File: src/rtl/pipelined_adder_pkg.sv
// pipelined_adder_pkg: mode encodings, default geometry and stage-count helper shared with the display path
package pipelined_adder_pkg;
    localparam logic MODE_ADD = 1'b0;
    localparam logic MODE_SUB = 1'b1;
    localparam int DEF_WIDTH = 16;
    localparam int DEF_CHUNK = 4;
    function automatic int num_stages(input int width, input int chunk);
        return width / chunk;
    endfunction
endpackage

File: src/rtl/pipelined_adder_if.sv
// pipelined_adder_if: operand/result valid-ready bundle between operand source, adder and display driver
interface pipelined_adder_if
    import pipelined_adder_pkg::*;
#(
    parameter int WIDTH = DEF_WIDTH
);
    logic             i_valid;
    logic             o_in_ready;
    logic             i_sub;
    logic [WIDTH-1:0] i_a;
    logic [WIDTH-1:0] i_b;
    logic             o_valid;
    logic             i_out_ready;
    logic [WIDTH-1:0] o_sum;
    logic             o_carry;
    logic             o_overflow;
    logic             o_zero;
    modport slave (
        input  i_valid, i_sub, i_a, i_b, i_out_ready,
        output o_in_ready, o_valid, o_sum, o_carry, o_overflow, o_zero
    );
    modport master (
        output i_valid, i_sub, i_a, i_b, i_out_ready,
        input  o_in_ready, o_valid, o_sum, o_carry, o_overflow, o_zero
    );
endinterface

File: src/rtl/pipelined_adder_chunk_stage.sv
// pipelined_adder_chunk_stage: registered CHUNK-bit add slice with carry, valid bit and shift enable
module pipelined_adder_chunk_stage #(
    parameter int CHUNK = 4
) (
    input  logic             clk,
    input  logic             reset,
    input  logic             en_i,
    input  logic             valid_i,
    input  logic [CHUNK-1:0] a_i,
    input  logic [CHUNK-1:0] b_i,
    input  logic             c_i,
    output logic [CHUNK-1:0] sum_o,
    output logic             c_o,
    output logic             valid_o
);
    logic [CHUNK:0]   add_d;
    logic [CHUNK-1:0] sum_q;
    logic             c_q;
    logic             valid_q;
    assign add_d = {1'b0, a_i} + {1'b0, b_i} + {{CHUNK{1'b0}}, c_i};
    always_ff @(posedge clk or posedge reset) begin
        if (reset) begin
            sum_q   <= '0;
            c_q     <= 1'b0;
            valid_q <= 1'b0;
        end else if (en_i) begin
            sum_q   <= add_d[CHUNK-1:0];
            c_q     <= add_d[CHUNK];
            valid_q <= valid_i;
        end
    end
    assign sum_o   = sum_q;
    assign c_o     = c_q;
    assign valid_o = valid_q;
endmodule

File: src/rtl/pipelined_adder.sv
// pipelined_adder: WIDTH-bit add/subtract, one CHUNK-bit slice per stage, valid/ready with back-pressure
module pipelined_adder
    import pipelined_adder_pkg::*;
#(
    parameter int WIDTH = DEF_WIDTH,
    parameter int CHUNK = DEF_CHUNK
) (
    input logic              clk,
    input logic              reset,
    pipelined_adder_if.slave bus
);
    localparam int NS = num_stages(WIDTH, CHUNK);
    if (WIDTH % CHUNK != 0) begin : g_bad_param
        $error("pipelined_adder: WIDTH must be a multiple of CHUNK");
    end
    logic             adv;
    logic [WIDTH-1:0] b_cond;
    logic [WIDTH-1:0] a_q   [NS];
    logic [WIDTH-1:0] b_q   [NS];
    logic [WIDTH-1:0] res_q [NS];
    logic [WIDTH-1:0] res_w [NS];
    logic [CHUNK-1:0] sum_w [NS];
    logic             c_w   [NS];
    logic             v_w   [NS];
    assign adv = !v_w[NS-1] || bus.i_out_ready;
    assign bus.o_in_ready = adv;
    assign b_cond = (bus.i_sub == MODE_SUB) ? ~bus.i_b : bus.i_b;
    // Operands ride along with their stage; res_q holds the slices already finished upstream
    always_ff @(posedge clk or posedge reset) begin
        if (reset) begin
            for (int i = 0; i < NS; i++) begin
                a_q[i]   <= '0;
                b_q[i]   <= '0;
                res_q[i] <= '0;
            end
        end else if (adv) begin
            a_q[0]   <= bus.i_a;
            b_q[0]   <= b_cond;
            res_q[0] <= '0;
            for (int i = 1; i < NS; i++) begin
                a_q[i]   <= a_q[i-1];
                b_q[i]   <= b_q[i-1];
                res_q[i] <= res_w[i-1];
            end
        end
    end
    always_comb begin
        for (int i = 0; i < NS; i++) begin
            res_w[i] = res_q[i];
            res_w[i][i*CHUNK +: CHUNK] = sum_w[i];
        end
    end
    for (genvar k = 0; k < NS; k++) begin : g_stage
        logic [CHUNK-1:0] a_s;
        logic [CHUNK-1:0] b_s;
        logic             c_s;
        logic             v_s;
        if (k == 0) begin : g_first
            assign a_s = bus.i_a[CHUNK-1:0];
            assign b_s = b_cond[CHUNK-1:0];
            assign c_s = (bus.i_sub == MODE_SUB);
            assign v_s = bus.i_valid;
        end else begin : g_next
            assign a_s = a_q[k-1][k*CHUNK +: CHUNK];
            assign b_s = b_q[k-1][k*CHUNK +: CHUNK];
            assign c_s = c_w[k-1];
            assign v_s = v_w[k-1];
        end
        pipelined_adder_chunk_stage #(.CHUNK(CHUNK)) u_stage (
            .clk     (clk),
            .reset   (reset),
            .en_i    (adv),
            .valid_i (v_s),
            .a_i     (a_s),
            .b_i     (b_s),
            .c_i     (c_s),
            .sum_o   (sum_w[k]),
            .c_o     (c_w[k]),
            .valid_o (v_w[k])
        );
    end
    assign bus.o_valid    = v_w[NS-1];
    assign bus.o_sum      = res_w[NS-1];
    assign bus.o_carry    = c_w[NS-1];
    assign bus.o_overflow = (a_q[NS-1][WIDTH-1] == b_q[NS-1][WIDTH-1]) &&
                            (res_w[NS-1][WIDTH-1] != a_q[NS-1][WIDTH-1]);
    // Qualified by valid so the cleared pipeline does not report a zero result
    assign bus.o_zero     = v_w[NS-1] && ~|res_w[NS-1];
endmodule

File: src/flat_wrapper.sv
// flat-port wrapper written by rule: the top's interface ports become plain ports
module pipelined_adder_flat import pipelined_adder_pkg::*;
#(
    parameter int WIDTH = DEF_WIDTH,
    parameter int CHUNK = DEF_CHUNK
)
  (clk, reset, bus_i_valid, bus_i_sub, bus_i_a, bus_i_b, bus_i_out_ready, bus_o_in_ready, bus_o_valid, bus_o_sum, bus_o_carry, bus_o_overflow, bus_o_zero);
  pipelined_adder_if #(.WIDTH(WIDTH)) bus_i ();
  input logic clk;
  input logic reset;
  input wire logic [$bits(bus_i.i_valid)-1:0] bus_i_valid;
  input wire logic [$bits(bus_i.i_sub)-1:0] bus_i_sub;
  input wire logic [$bits(bus_i.i_a)-1:0] bus_i_a;
  input wire logic [$bits(bus_i.i_b)-1:0] bus_i_b;
  input wire logic [$bits(bus_i.i_out_ready)-1:0] bus_i_out_ready;
  output wire logic [$bits(bus_i.o_in_ready)-1:0] bus_o_in_ready;
  output wire logic [$bits(bus_i.o_valid)-1:0] bus_o_valid;
  output wire logic [$bits(bus_i.o_sum)-1:0] bus_o_sum;
  output wire logic [$bits(bus_i.o_carry)-1:0] bus_o_carry;
  output wire logic [$bits(bus_i.o_overflow)-1:0] bus_o_overflow;
  output wire logic [$bits(bus_i.o_zero)-1:0] bus_o_zero;
  assign bus_i.i_valid = bus_i_valid;
  assign bus_i.i_sub = bus_i_sub;
  assign bus_i.i_a = bus_i_a;
  assign bus_i.i_b = bus_i_b;
  assign bus_i.i_out_ready = bus_i_out_ready;
  assign bus_o_in_ready = bus_i.o_in_ready;
  assign bus_o_valid = bus_i.o_valid;
  assign bus_o_sum = bus_i.o_sum;
  assign bus_o_carry = bus_i.o_carry;
  assign bus_o_overflow = bus_i.o_overflow;
  assign bus_o_zero = bus_i.o_zero;
  pipelined_adder #(.WIDTH(WIDTH), .CHUNK(CHUNK)) u_core (.clk(clk), .reset(reset), .bus(bus_i));
endmodule
File: config.mk
export PLATFORM = sky130hd
export DESIGN_NAME = pipelined_adder_flat
export DESIGN_NICKNAME = d
export VERILOG_FILES = /design/src/rtl/pipelined_adder_pkg.sv /design/src/rtl/pipelined_adder_if.sv /design/src/rtl/pipelined_adder_chunk_stage.sv /design/src/rtl/pipelined_adder.sv /design/src/flat_wrapper.sv
export SDC_FILE = /design/constraint.sdc
export NUM_CORES = 1
export LEC_CHECK = 0
export CORE_MARGIN = 2
export CORE_UTILIZATION = 55
export CTS_BUF_LIST = sky130_fd_sc_hd__clkbuf_16
export CTS_CLUSTER_DIAMETER = 100
export DETAILED_ROUTE_END_ITERATION = 8
export DONT_BUFFER_PORTS = 1
export GPL_TIMING_DRIVEN = 0
export PLACE_DENSITY = 0.7
export SLEW_MARGIN = 20
export SYNTH_ARGS = -nofsm -noshare
export SYNTH_HDL_FRONTEND = slang
export SYNTH_SLANG_ARGS = --single-unit
File: constraint.sdc
create_clock -name clk -period 9.3 [get_ports clk]
set_input_delay 1.86 -clock clk [delete_from_list [all_inputs] [get_ports clk]]
set_output_delay 1.86 -clock clk [all_outputs]
set_load 0.02 [all_outputs]
==> impl.org, run 1 <==
** Synthesis
- The most common cell in the synthesized netlist is nand2_1.
- Most area-consuming cells after synthesis :: dfrtp_1 (56%), nand2_1 (18%), ha_1 (3.4%)
- After synthesis the netlist holds a flip-flop and latch count of 98.
- Mapped cell area :: 4410 um^2
- After synthesis, the mean cell area works out to 9.27 um^2.
- Number of distinct standard cells referenced by the synthesized netlist :: 28
- Area share of the leading cell type in the synthesized netlist :: 55.7%
- In the synthesized netlist the async set-or-reset flop fraction comes to 100%.
- Summed over all instances, the cell type with the most area after synthesis is dfrtp_1.
- Number of flops mapped to enable cells by yosys :: 0
- The Yosys step of the flow raised 0 warnings.
- Flip-flop cell with the highest count after synthesis :: dfrtp_1
- Commonest cells in the synthesized netlist :: nand2_1 (217), dfrtp_1 (98), o21ai_0 (28), xnor2_1 (15)
- The share of the Yosys chip area taken by registers is 55.7%.
- The number of nets in the synthesized netlist is 531.
- Counting every instance in the synthesized netlist gives 475.

** Detailed routing
- Routed wire length :: 8.65 mm
- Via count :: 3019
- Post-route DRC violation count :: 0
- Using the TritonRoute via totals, the vias-per-cell ratio works out to 5.08.
- Average routed wire per standard cell :: 14.6 um
- Initial DRC count :: 118
- The first detailed-routing pass took 4 iterations.
- The detail route stage leaves a number of antenna-violating nets equal to 0.

** STA
- Fin Setup TNS :: 0 ps
- Min cycle time layout :: 4710 ps
- Final-report max-slew violation count :: 0
- Transition time at the pin with the least slew margin :: 976 ps
- Post-route clock period utilization :: 50.7%
- Headroom to the max-slew limit came out at 34.0%.
- The number of endpoints with negative hold slack in the final report is 0.
- RSZ-0062 raised after global routing :: false
- Worst clock skew :: 5.86 ps
- Final count of negative-setup-slack endpoints :: 0
- Max Clk Rate :: 0.212 GHz

** Critical path
- Maximum fanout count along the critical path :: 10
- The critical path goes through nor2b_1, inv_1, buf_2, clkbuf_1.
- Highest cell delay on the worst timing path :: 580 ps
- STA classifies the critical path endpoint as an output pin.
- The critical path runs through a total of 4 cells.
- Start-to-end type of the worst setup path :: input pin to output pin
- The worst register-to-register path begins at u_core.g_stage[3].u_stage.valid_o.
- Crit path launch :: bus_i_out_ready
- Data on the critical path is required at its endpoint by 7440 ps.
- For this design, the slowest cell found on the critical path is clkbuf_1.
- The cell family contributing the most delay on the critical path is buffers and inverters.
- Buf/Inv on CP :: 3
- Data arrives at the worst endpoint at 2850 ps.
- The worst setup path is launched from an input pin.
- Worst Reg-to-Reg Cells :: 6

** Power and ir drop
- Leakage component of the power :: 2.47 nW
- VDD IR-drop max :: 0.170 mV
- Cell area power density :: 356 nW/um^2

** Clock tree
- CTS tree :: done
- Clock-pin slew on the worst setup and hold paths :: 60 ps
- Buffers inserted during post-CTS setup optimization :: 0
- The H-tree was split into 3 levels.
- After clock tree synthesis, the flow added hold-fix buffers numbering 0.
- Gates resized during post-CTS repair numbered 0.
- The tree is rooted in a clkbuf_16.
- Clock tree buffer depth :: 2
- Worst skew pair latency :: 330 ps
- In this run, CTS created clock tree buffers numbering 9.
- For this design, the sink count on the clock tree is 98.

** Floorplan
- Number of top-level pins :: 58
- Row Count :: 32
- Chip Width :: 93.5 um
- Core Region :: 7730 um^2
- Effective utilization at floorplan :: 57.0%
- Die area :: 8740 um^2
- In this run the vertical extent of the chip is 93.5 um.

** Finish
- Area grow syn2layout :: 11.4%
- Diodes inserted :: 0
- Total of fill cells in the finished design :: 662
- Design area :: 4910 um^2
- Summing all flip-flop and latch instances after layout gives 2450 um^2.
- Summing all multi-input logic gate instances after layout gives 1720 um^2.
- Net total in the final layout :: 543
- Final design utilization :: 63.5%
- In the final layout, the share of cells above drive strength 1 is 7.52%.

** Min path
- Worst Hold Class :: flip-flop to flip-flop
- Counting instances, the worst hold path has a depth of 2.
- The startpoint identified for the worst hold timing path is u_core.g_stage[1].u_stage.sum_o[0].

** Global route
- The via count of the first global-routing pass was 3076.
- The initial antenna violation count was 0.
- Largest net degree at the start of global routing :: 79
- Global-route total usage across every layer :: 22.2%
- Global route overflow :: 0
- Global-route wire length before repair :: 14.8 mm

** Outcome
- Result of the run :: finished, final reports clean

** Placed design
- Number of I/O port buffers :: 0
- Routability-driven placement finished with a final weighted congestion of 0.864.
- The HPWL after detailed placement is 6.23 mm.
- Placement Cell Area :: 4570 um^2

** Run
- The tool flagged a number of max-cap violations equal to 0.
## per-stage QoR
stage | hold WS, ps | power (W) | setup WS (ps) | cells
final | 467 | 0.00175 | 4590 | 594
after global routing | 490 | 0.00189 | 4510 | 594
after CTS | 468 | 0.00176 | 4550 | 594
after detailed placement | 448 | 0.00134 | 4570 | 578
after global placement | 449 | 0.00131 | 3910 | 577
after floorplan | 430 | 0.00119 | 4860 | 475
## final timing paths
| kind | end | slack, ps |
|---|---|---|
| min in group asynchronous | u_core.bus.o_sum[5] | 1310 |
| max reg2reg | u_core.a_q[28] | 7350 |
| max in group asynchronous | u_core.b_q[42] | 7370 |
| min reg2reg | u_core.g_stage[1].u_stage.sum_o[0] | 470 |
| min | u_core.g_stage[1].u_stage.sum_o[0] | 470 |
| max | bus_o_in_ready | 4590 |
## logic make-up (layout without fill, tap and decap cells)
family          Yosys count  count (layout)  synth area share, %
simple gates            240             240                 21.2
flops                    98              98                 55.7
compound gates           48              48                 6.31
buf+inv                  46              63                 5.20
xor+xnor                 22              22                 4.37
fa+ha+maj                19              19                 6.59
mux                       2               2                0.682
## metal layers
metal | global-route usage (%) | part of all wire [%] | routed length, um | vias to the layer above
met5 | 0 | 0 | 0 | -
met1 | 30.4 | 46 | 3980 | 1445
li1 | - | - | - | 1499
met4 | 7.35 | 1.6 | 138 | 0
met3 | 4.67 | 5.1 | 437 | 11
met2 | 35.7 | 47 | 4090 | 64
## sequential cells by signal (all words and copies together) (netlist names)
signal                          flops
u_core.a_q                         25
u_core.res_q                       12
u_core.g_stage.u_stage.sum_o       16
u_core.b_q                         25
u_core.g_stage.u_stage.c_o          4
u_core.bus.o_sum                   12
u_core.g_stage.u_stage.valid_o      4
## power by group
part / internal, W / switching [W]
clock: 0.000263 / 0.000154
combinational: 0.000235 / 0.000340
sequential: 0.000617 / 0.000141
## area by class of cell
cell class | count | area share [%]
clock buffers | 9 | 4.59
well taps | 102 | 2.60
plain buffers | 35 | 3.82
clock inverters | 7 | 2.40
flip-flops and latches | 98 | 50.0
multi-input cells | 331 | 35.1
repair buffers | 1 | 0.561
inverters | 11 | 0.943
## placed cells by master (no fill, tap or decap), drive strengths merged, types with 7 or more instances in the layout
cell / Yosys / routed
xnor2: 15 / 15
o21ai: 28 / 28
clkbuf: 11 / 20
ha: 12 / 12
fa: 7 / 7
nand2: 217 / 217
nor2: 11 / 11
a21oi: 11 / 11
xor2: 7 / 7
buf: 24 / 25
inv: 11 / 13
dfrtp: 98 / 98
## tightest hold or removal path: cells and delay by family, from the launching register on
kind             cells  cell delay [ps]
flip-flops           1              340
AND/OR/NAND/NOR      2              100
Note: power is estimated with default switching activity, not from simulation.
==> inputs of run 2 (changes only) <==
--- a/config.mk
+++ b/config.mk
@@ -5,6 +5,7 @@
 export SDC_FILE = /design/constraint.sdc
 export NUM_CORES = 1
 export LEC_CHECK = 0
+export ABC_AREA = 1
 export CORE_MARGIN = 2
 export CORE_UTILIZATION = 55
 export CTS_BUF_LIST = sky130_fd_sc_hd__clkbuf_16
@@ -12,7 +13,7 @@
 export DETAILED_ROUTE_END_ITERATION = 8
 export DONT_BUFFER_PORTS = 1
 export GPL_TIMING_DRIVEN = 0
-export PLACE_DENSITY = 0.7
+export PLACE_DENSITY = 0.73
 export SLEW_MARGIN = 20
 export SYNTH_ARGS = -nofsm -noshare
 export SYNTH_HDL_FRONTEND = slang
==> constraint.sdc (replaced) <==
create_clock -name clk -period 3.9 [get_ports clk]
set_input_delay 0.78 -clock clk [delete_from_list [all_inputs] [get_ports clk]]
set_output_delay 0.78 -clock clk [all_outputs]
set_load 0.02 [all_outputs]
==> run 2 against run 1 <==
  * Global-route usage rose by 1.0 points
  * Largest cell class unchanged
  * Synthesized area rose by 1.6%
  * Register-to-register slack got worse by 5300 ps
  * First-iteration DRC count rose by 69%
  * Highest routed layer unchanged
  * Critical path depth did not move
==> impl.org, run 2 <==
** Global route
- The via count of the first global-routing pass is 3063 (-0.42%).
- Global route overflow :: 0 (unchanged)
- Global-route total usage across every layer :: 23.3% (+1.0 points)
- The largest net degree at the start of global routing was 57 (-28%).
- Antenna violations before repair :: 0 (unchanged)
- Global-route wire length before repair :: 15.5 mm (+4.1%)

** Detailed routing
- The per-cell via count in the routed design was 5.21 (+2.6%).
- The detail-routed net length per standard cell came to 15.3 um (+4.9%).
- The first-pass iteration count of the detailed router was 4 (unchanged).
- The number of DRC markers in iteration 0 was 199 (+69%).
- The remaining routing DRC violations is 0 (unchanged).
- Via count :: 3165 (+4.8%)
- The number of nets still failing antenna checks after routing came to 0 (unchanged).
- The routed wire length was 9.27 mm (+7.2%).

** Placed design
- Placed wire-length estimate :: 6.64 mm (+6.4%)
- The post-place setup slack was 1510 ps (-3060 ps).
- Routability cong. :: 0.856 (-0.96%)
- The number of buffer cells added on primary ports is 0 (unchanged).
- Cell count after placement :: 591 (+2.2%)

** Synthesis
- Mapped Cells :: 488 (+2.7%)
- Commonest cells in the synthesized netlist :: nand2_1 (159), dfrtp_1 (98), o21ai_0 (69), inv_1 (45), nor2_1 (15)
- The area share of the largest cell type after synthesis came to 54.8% (-0.89 points).
- The fraction of the yosys area taken by sequential cells was 54.8% (-0.89 points).
- The count of yosys warnings during synthesis is 0 (unchanged).
- Flip-flop cell with the highest count after synthesis :: dfrtp_1
- In the post-synthesis netlist, the cell with the most instances is nand2_1.
- Number of distinct standard cells referenced by the synthesized netlist :: 23 (-18%)
- Mapped cell area :: 4480 um^2 (+1.6%)
- The count of flip-flops with a built-in enable after synthesis came to 0 (unchanged).
- The mean instance size in the synthesized netlist was 9.17 um^2 (-1.1%).
- After synthesis, the cell types taking the most area are dfrtp_1 (55%), nand2_1 (13%), o21ai_0 (7.7%).
- The post-synthesis net count came to 544 (+2.4%).
- The number of synthesized register bits is 98 (unchanged).
- Post-synthesis cell type with the largest combined area :: dfrtp_1
- The share of flip-flops with an asynchronous set or reset was 100% (unchanged).

** Finish
- Leaving out fill and tap cells, the most frequent cell in the layout is nand2_1.
- Number of non-filler instances in the completed layout :: 607 (+2.2%)
- Total of fill cells in the finished design :: 673 (+1.7%)
- Area grow syn2layout :: 9.67%
- The top cell types in the final layout, fill and taps aside, are nand2_1 (159), dfrtp_1 (98), o21ai_0 (69), inv_1 (45), nor2_1 (15).
- The number of inserted diodes came to 0 (unchanged).
- The share of final-layout standard cells stronger than drive strength 1 was 9.31% (+1.8 points).
- The final layout net count came to 556 (+2.4%).
- The final standard cell utilization of the core is 62.9% (-0.64 points).

** Clock tree
- The clock latency at the later pin of the worst-skew pair was 340 ps (about the same).
- Deepest level of the CTS H-tree :: 3 (unchanged)
- Clock-pin slew on the worst setup and hold paths :: 70 ps (about the same)
- Cell chosen for the clock root :: clkbuf_16
- The CTS buffer count came to 9 (unchanged).
- Number of instances resized during post-cts repair :: 0 (unchanged)
- The count of buffers added by post-CTS timing repair for setup was 0 (unchanged).
- The sink count of the clock tree came to 98 (unchanged).
- The worst-case clock buffer depth is 2 (unchanged).
- CTS tree :: done
- The post-cts hold buffer count came to 0 (unchanged).

** Floorplan
- The core footprint is 7810 um^2 (+1.0%).
- Effective utilization at floorplan :: 57.3% (+0.33 points)
- The count of boundary I/O pins came to 58 (unchanged).
- The floorplan row count came to 32 (unchanged).
- The width of the die was 94.2 um (+0.77%).
- The die outline area came to 8880 um^2 (+1.5%).
- The die outline height is 94.2 um (+0.77%).

** Power and ir drop
- The worst ir drop on vdd was 0.327 mV (+92%).
- The power density over the cells was 822 nW/um^2 (+130%).
- The total leakage power came to 2.47 nW (about the same).

** STA
- Setup repair after global routing left no endpoint under its margin.
- Slew headroom :: 50.8% (+17 points)
- Worst setup margin :: 1410 ps (-3180 ps)
- Min cycle time layout :: 2490 ps
- Worst clock skew :: 7.01 ps (+1.15 ps)
- The total count of max-transition violations in the final report is 0 (unchanged).
- The final setup TNS is 0 ps (unchanged).
- Static timing analysis puts the maximum clock frequency at 0.402 GHz.
- After layout, the worst path uses 63.8% of the clock period.
- Transition time at the pin with the least slew margin :: 738 ps (-238 ps)
- The number of endpoints with negative hold slack in the final report came to 0 (unchanged).
- The total of endpoints with negative setup slack in the final report came to 0 (unchanged).

** Critical path
- Kind of start point of the critical path :: flip-flop
- The number of cells traversed by the worst register-to-register path came to 6 (unchanged).
- Data arrival time at the worst-slack endpoint :: 1710 ps (-1140 ps)
- The longest individual stage delay on the worst path is 580 ps (about the same).
- Traced cell by cell, the critical path runs through inv_1, or2_1, buf_6, clkbuf_1.
- The largest individual stage delay along the critical path comes from the cell clkbuf_1.
- Maximum fanout count along the critical path :: 10 (unchanged)
- CP Capture Type :: output pin
- Worst Path Required :: 3120 ps (-4320 ps)
- The internal reg-to-reg setup slack was 2070 ps (-5280 ps).
- Start-to-end type of the worst setup path :: flip-flop to output pin

** Outcome
- The flow ran to the end, and the final reports show no timing, DRC or antenna violations.

** Min path
- The min-delay analysis places its worst path in the category input pin to asynchronous set/reset pin.

** Run
- The number of max-cap violations came to 0 (unchanged).
-- run 2: cell types whose count changed in the layout (fill, tap and decap cells not counted), moves of 5 or more --
| cell | delta |
|---|---|
| buf_6 | +5 |
| xnor2_1 | -6 |
| buf_1 | -8 |
| a21o_1 | -5 |
| o21ai_0 | +41 |
| buf_2 | +6 |
| nand3_1 | +8 |
| nand3b_1 | +6 |
| clkbuf_1 | -5 |
| nand2_1 | -58 |
| inv_1 | +34 |
-- run 2: critical path, delay by kind of cell, from the launching register on --
family	cells	cell delay, ps
flops	1	470
buf+inv	3	790
simple gates	1	100
-- run 2: cells by family (layout without fill, tap and decap cells) --
group	after synthesis	in the layout	synth area share, %
buf+inv	81	98	9.28
flops	98	98	54.8
fa+ha+maj	19	19	6.48
compound gates	81	81	9.22
xor+xnor	16	16	3.13
simple gates	193	193	17.1
-- run 2: per-stage QoR --
step	power [W]	hold slack, ps	area [um^2]
after floorplan	0.00284	420	4480
after global placement	0.00315	452	4600
after detailed placement	0.00324	458	4640
after CTS	0.00406	311	4910
after global routing	0.00437	330	4910
final	0.00404	299	4910
-- run 2: final cells by class --
cell class / count / area, um^2 / area share (%)
Timing Repair Buffer: 1 / 27.5 / 0.561
Tap cell: 102 / 128 / 2.60
Buffer: 35 / 238 / 4.84
Sequential cell: 98 / 2450 / 49.9
Multi-Input combinational cell: 309 / 1610 / 32.8
Clock buffer: 9 / 225 / 4.59
Inverter: 46 / 183 / 3.72
Clock inverter: 7 / 47.5 / 0.968
-- run 2: path summary, 6_finish.rpt --
kind / startpoint / end
min in group clk: u_core.a_q[63] / u_core.a_q[63]
worst min register to register: u_core.a_q[63] / u_core.a_q[63]
max in group asynchronous: reset / u_core.a_q[56]
worst min-delay path: reset / u_core.b_q[30]
worst max-delay path: u_core.g_stage[3].u_stage.valid_o / bus_o_in_ready
worst max register to register: u_core.g_stage[2].u_stage.c_o / u_core.g_stage[3].u_stage.c_o
-- run 2: metal layers --
layer | vias to the layer above | track usage, % | part of all wire (%)
li1 | 1543 | - | -
met1 | 1532 | 32.6 | 46
met2 | 76 | 35.9 | 47
met3 | 14 | 6.34 | 5.9
met4 | 0 | 6.88 | 1.6
met5 | - | 0 | 0
-- run 2: report_power, final --
group	switching, W	internal [W]	total (W)
combinational	0.000901	0.000565	0.00147
clock	0.000378	0.000431	0.000809
sequential	0.000296	0.00147	0.00176
==> inputs of run 3 (changes only) <==
--- a/config.mk
+++ b/config.mk
@@ -13,7 +13,7 @@
 export DETAILED_ROUTE_END_ITERATION = 8
 export DONT_BUFFER_PORTS = 1
 export GPL_TIMING_DRIVEN = 0
-export PLACE_DENSITY = 0.73
+export PLACE_DENSITY = 0.7
 export SLEW_MARGIN = 20
 export SYNTH_ARGS = -nofsm -noshare
 export SYNTH_HDL_FRONTEND = slang
==> constraint.sdc (replaced) <==
create_clock -name clk -period 2.35 [get_ports clk]
set_input_delay 0.47 -clock clk [delete_from_list [all_inputs] [get_ports clk]]
set_output_delay 0.47 -clock clk [all_outputs]
set_load 0.02 [all_outputs]
==> run 3 against run 2 <==
  * Sequential share of layout area down 0.62 points
  * Count of clock-buffer cells in the layout did not move
  * Die area unchanged
  * First-iteration DRC count decreased by 39%
  * Routed wire length grew 3.8%
  * Sequential cell count unchanged
==> impl.org, run 3 (synthesized netlist as in run 2, its figures left out) <==
** Critical path
- Start-to-end type of the worst setup path :: flip-flop to output pin
- The data arrival time of the critical path came to 1740 ps (+30 ps).
- STA classifies the critical path endpoint as an output pin.
- Worst Path Required :: 1880 ps (-1240 ps)
- Maximum fanout count along the critical path :: 10 (unchanged)
- STA classifies the critical path startpoint as a flip-flop.

** Power and ir drop
- Cell area power density :: 1380 nW/um^2 (+68%)
- Total power consumption of the routed design :: 0.00686 W (+70%)
- VDD IR-drop max :: 0.589 mV (+80%)
- Leakage component of the power :: 2.49 nW (+0.59%)

** Detailed routing
- The number of nets still failing antenna checks after routing came to 0 (unchanged).
- The first-pass iteration count of the detailed router came to 4 (unchanged).
- Initial DRC count :: 121 (-39%)
- The routed wire length was 9.62 mm (+3.8%).
- Via count :: 3191 (+0.82%)
- Post-route DRC violation count :: 0 (unchanged)
- The per-cell via count in the routed design was 5.24 (+0.49%).
- The detail-routed net length per standard cell was 15.8 um (+3.4%).

** STA
- The setup skew after layout is 5.87 ps (-1.13 ps).
- Count of final hold-check violations :: 0 (unchanged)
- For the finished layout, the period the worst path requires is 2210 ps.
- Max Clk Rate :: 0.453 GHz
- The total of endpoints with negative setup slack in the final report is 0 (unchanged).
- RSZ-0062 raised after global routing :: false
- Transition time at the pin with the least slew margin :: 750 ps (+12.2 ps)
- The total count of max-transition violations in the final report is 0 (unchanged).
- Fin Setup TNS :: 0 ps (unchanged)
- Dividing the final minimum period by the clock period gives 93.9%.
- Slew headroom :: 50.0% (-0.82 points)

** Finish
- The library cell used most frequently in the layout, excluding fill and tap cells, is nand2_1.
- The share of final-layout standard cells stronger than drive strength 1 was 9.47% (+0.16 points).
- The post-route cell area came to 4970 um^2 (+1.2%).
- Number of non-filler instances in the completed layout :: 609 (+0.33%)
- Final design utilization :: 63.7% (+0.79 points)
- Compared with the post-synthesis result, the final layout area differs by 11.0%.
- The final layout net count is 558 (+0.36%).
- The top cell types in the final layout, fill and taps aside, are nand2_1 (159), dfrtp_1 (98), o21ai_0 (69), inv_1 (44), nor2_1 (15).
- Diodes inserted :: 0 (unchanged)

** Clock tree
- Number of instances resized during post-cts repair :: 0 (unchanged)
- TritonCTS built the clock tree.
- The clock latency at the later pin of the worst-skew pair is 340 ps (about the same).
- Cell chosen for the clock root :: clkbuf_16
- Deepest level of the CTS H-tree :: 3 (unchanged)
- The sink count of the clock tree is 98 (unchanged).
- Clock-pin slew on the worst setup and hold paths :: 70 ps (about the same)
- Hold-fix buffer count after cts :: 0 (unchanged)
- Clock tree buffer depth :: 2 (unchanged)
- The CTS buffer count was 9 (unchanged).
- The count of buffers added by post-CTS timing repair for setup was 0 (unchanged).

** Global route
- Via count of the first global-routing pass :: 3262 (+6.5%)
- The overflow left after global routing is 0 (unchanged).
- Largest net degree at the start of global routing :: 35 (-39%)
- Global-route wire length before repair :: 16.0 mm (+3.8%)
- Antenna violations before repair :: 0 (unchanged)
- Global-route total usage across every layer :: 24.1% (+0.79 points)

** Placed design
- The final HPWL from detailed placement was 6.88 mm (+3.7%).
- Placement Cell Area :: 4680 um^2 (+0.84%)
- Number of I/O port buffers :: 0 (unchanged)
- The final estimated routing congestion in global placement is 0.820 (-4.1%).
- Cell count after placement :: 593 (+0.34%)

** Floorplan
- The die outline height is 94.2 um (unchanged).
- Die area :: 8880 um^2 (unchanged)
- The initial cell density of the core was 57.3% (unchanged).
- Number of top-level pins :: 58 (unchanged)
- The floorplan row count came to 32 (unchanged).
- The core footprint was 7810 um^2 (unchanged).
- The width of the die was 94.2 um (unchanged).

** Min path
- The worst hold path belongs to the class input pin to asynchronous set/reset pin.

** Outcome
- Result of the run :: finished, final reports clean

** Run
- Number of maximum-capacitance violations :: 0 (unchanged)
[run 3: cell types whose count changed in the layout (fill, tap and decap cells not counted), sizes merged]
cell / previous run / this run
buf: 29 / 31
bufinv: 0 / 1
clkinv: 6 / 5
clkinvlp: 1 / 3
inv: 46 / 44
[run 3: final timing paths]
path	from	to	slack [ps]	cells after the start
setup / recovery	u_core.g_stage[3].u_stage.valid_o	bus_o_in_ready	140	4
hold / removal	reset	u_core.g_stage[0].u_stage.c_o	40	1
setup reg to reg	u_core.g_stage[2].u_stage.c_o	u_core.g_stage[3].u_stage.c_o	470	6
hold reg to reg	u_core.g_stage[2].u_stage.valid_o	u_core.g_stage[3].u_stage.valid_o	460	2
max in group asynchronous	reset	u_core.a_q[41]	1800	2
min in group clk	bus_i_a[11]	u_core.a_q[59]	240	2
[run 3: layout make-up]
| class | instances | area, um^2 |
|---|---|---|
| plain buffers | 35 | 238 |
| well taps | 102 | 128 |
| fillers | 657 | 2840 |
| clock buffers | 9 | 225 |
| repair buffers | 3 | 67.6 |
| inverters | 46 | 181 |
| flip-flops and latches | 98 | 2450 |
| clock inverters | 7 | 70.1 |
| multi-input cells | 309 | 1610 |
[run 3: layer usage]
metal / global-route usage [%] / share of wire (%) / up-vias
met5: 0 / 0 / -
met3: 5.22 / 6.1 / 17
li1: - / - / 1549
met4: 6.52 / 1.4 / 0
met1: 33.5 / 45 / 1527
met2: 38.6 / 47 / 98
[run 3: power breakdown]
group | internal [W] | total, W | switching (W)
clock | 0.000822 | 0.00147 | 0.000645
combinational | 0.000941 | 0.00244 | 0.00150
sequential | 0.00243 | 0.00295 | 0.000514
total | 0.00420 | 0.00686 | 0.00266
[run 3: critical path, cell delays in order, from the launching register on]
cell	delay, ps
dfrtp_1	480
inv_1	80
or2_1	110
buf_6	140
clkbuf_1	580
[run 3: metrics by stage]
stage	worst slack, ps	hold WS [ps]
after floorplan	511	420
after global placement	224	444
after detailed placement	361	404
after CTS	138	43.6
after global routing	77.8	65.2
final	144	37.2
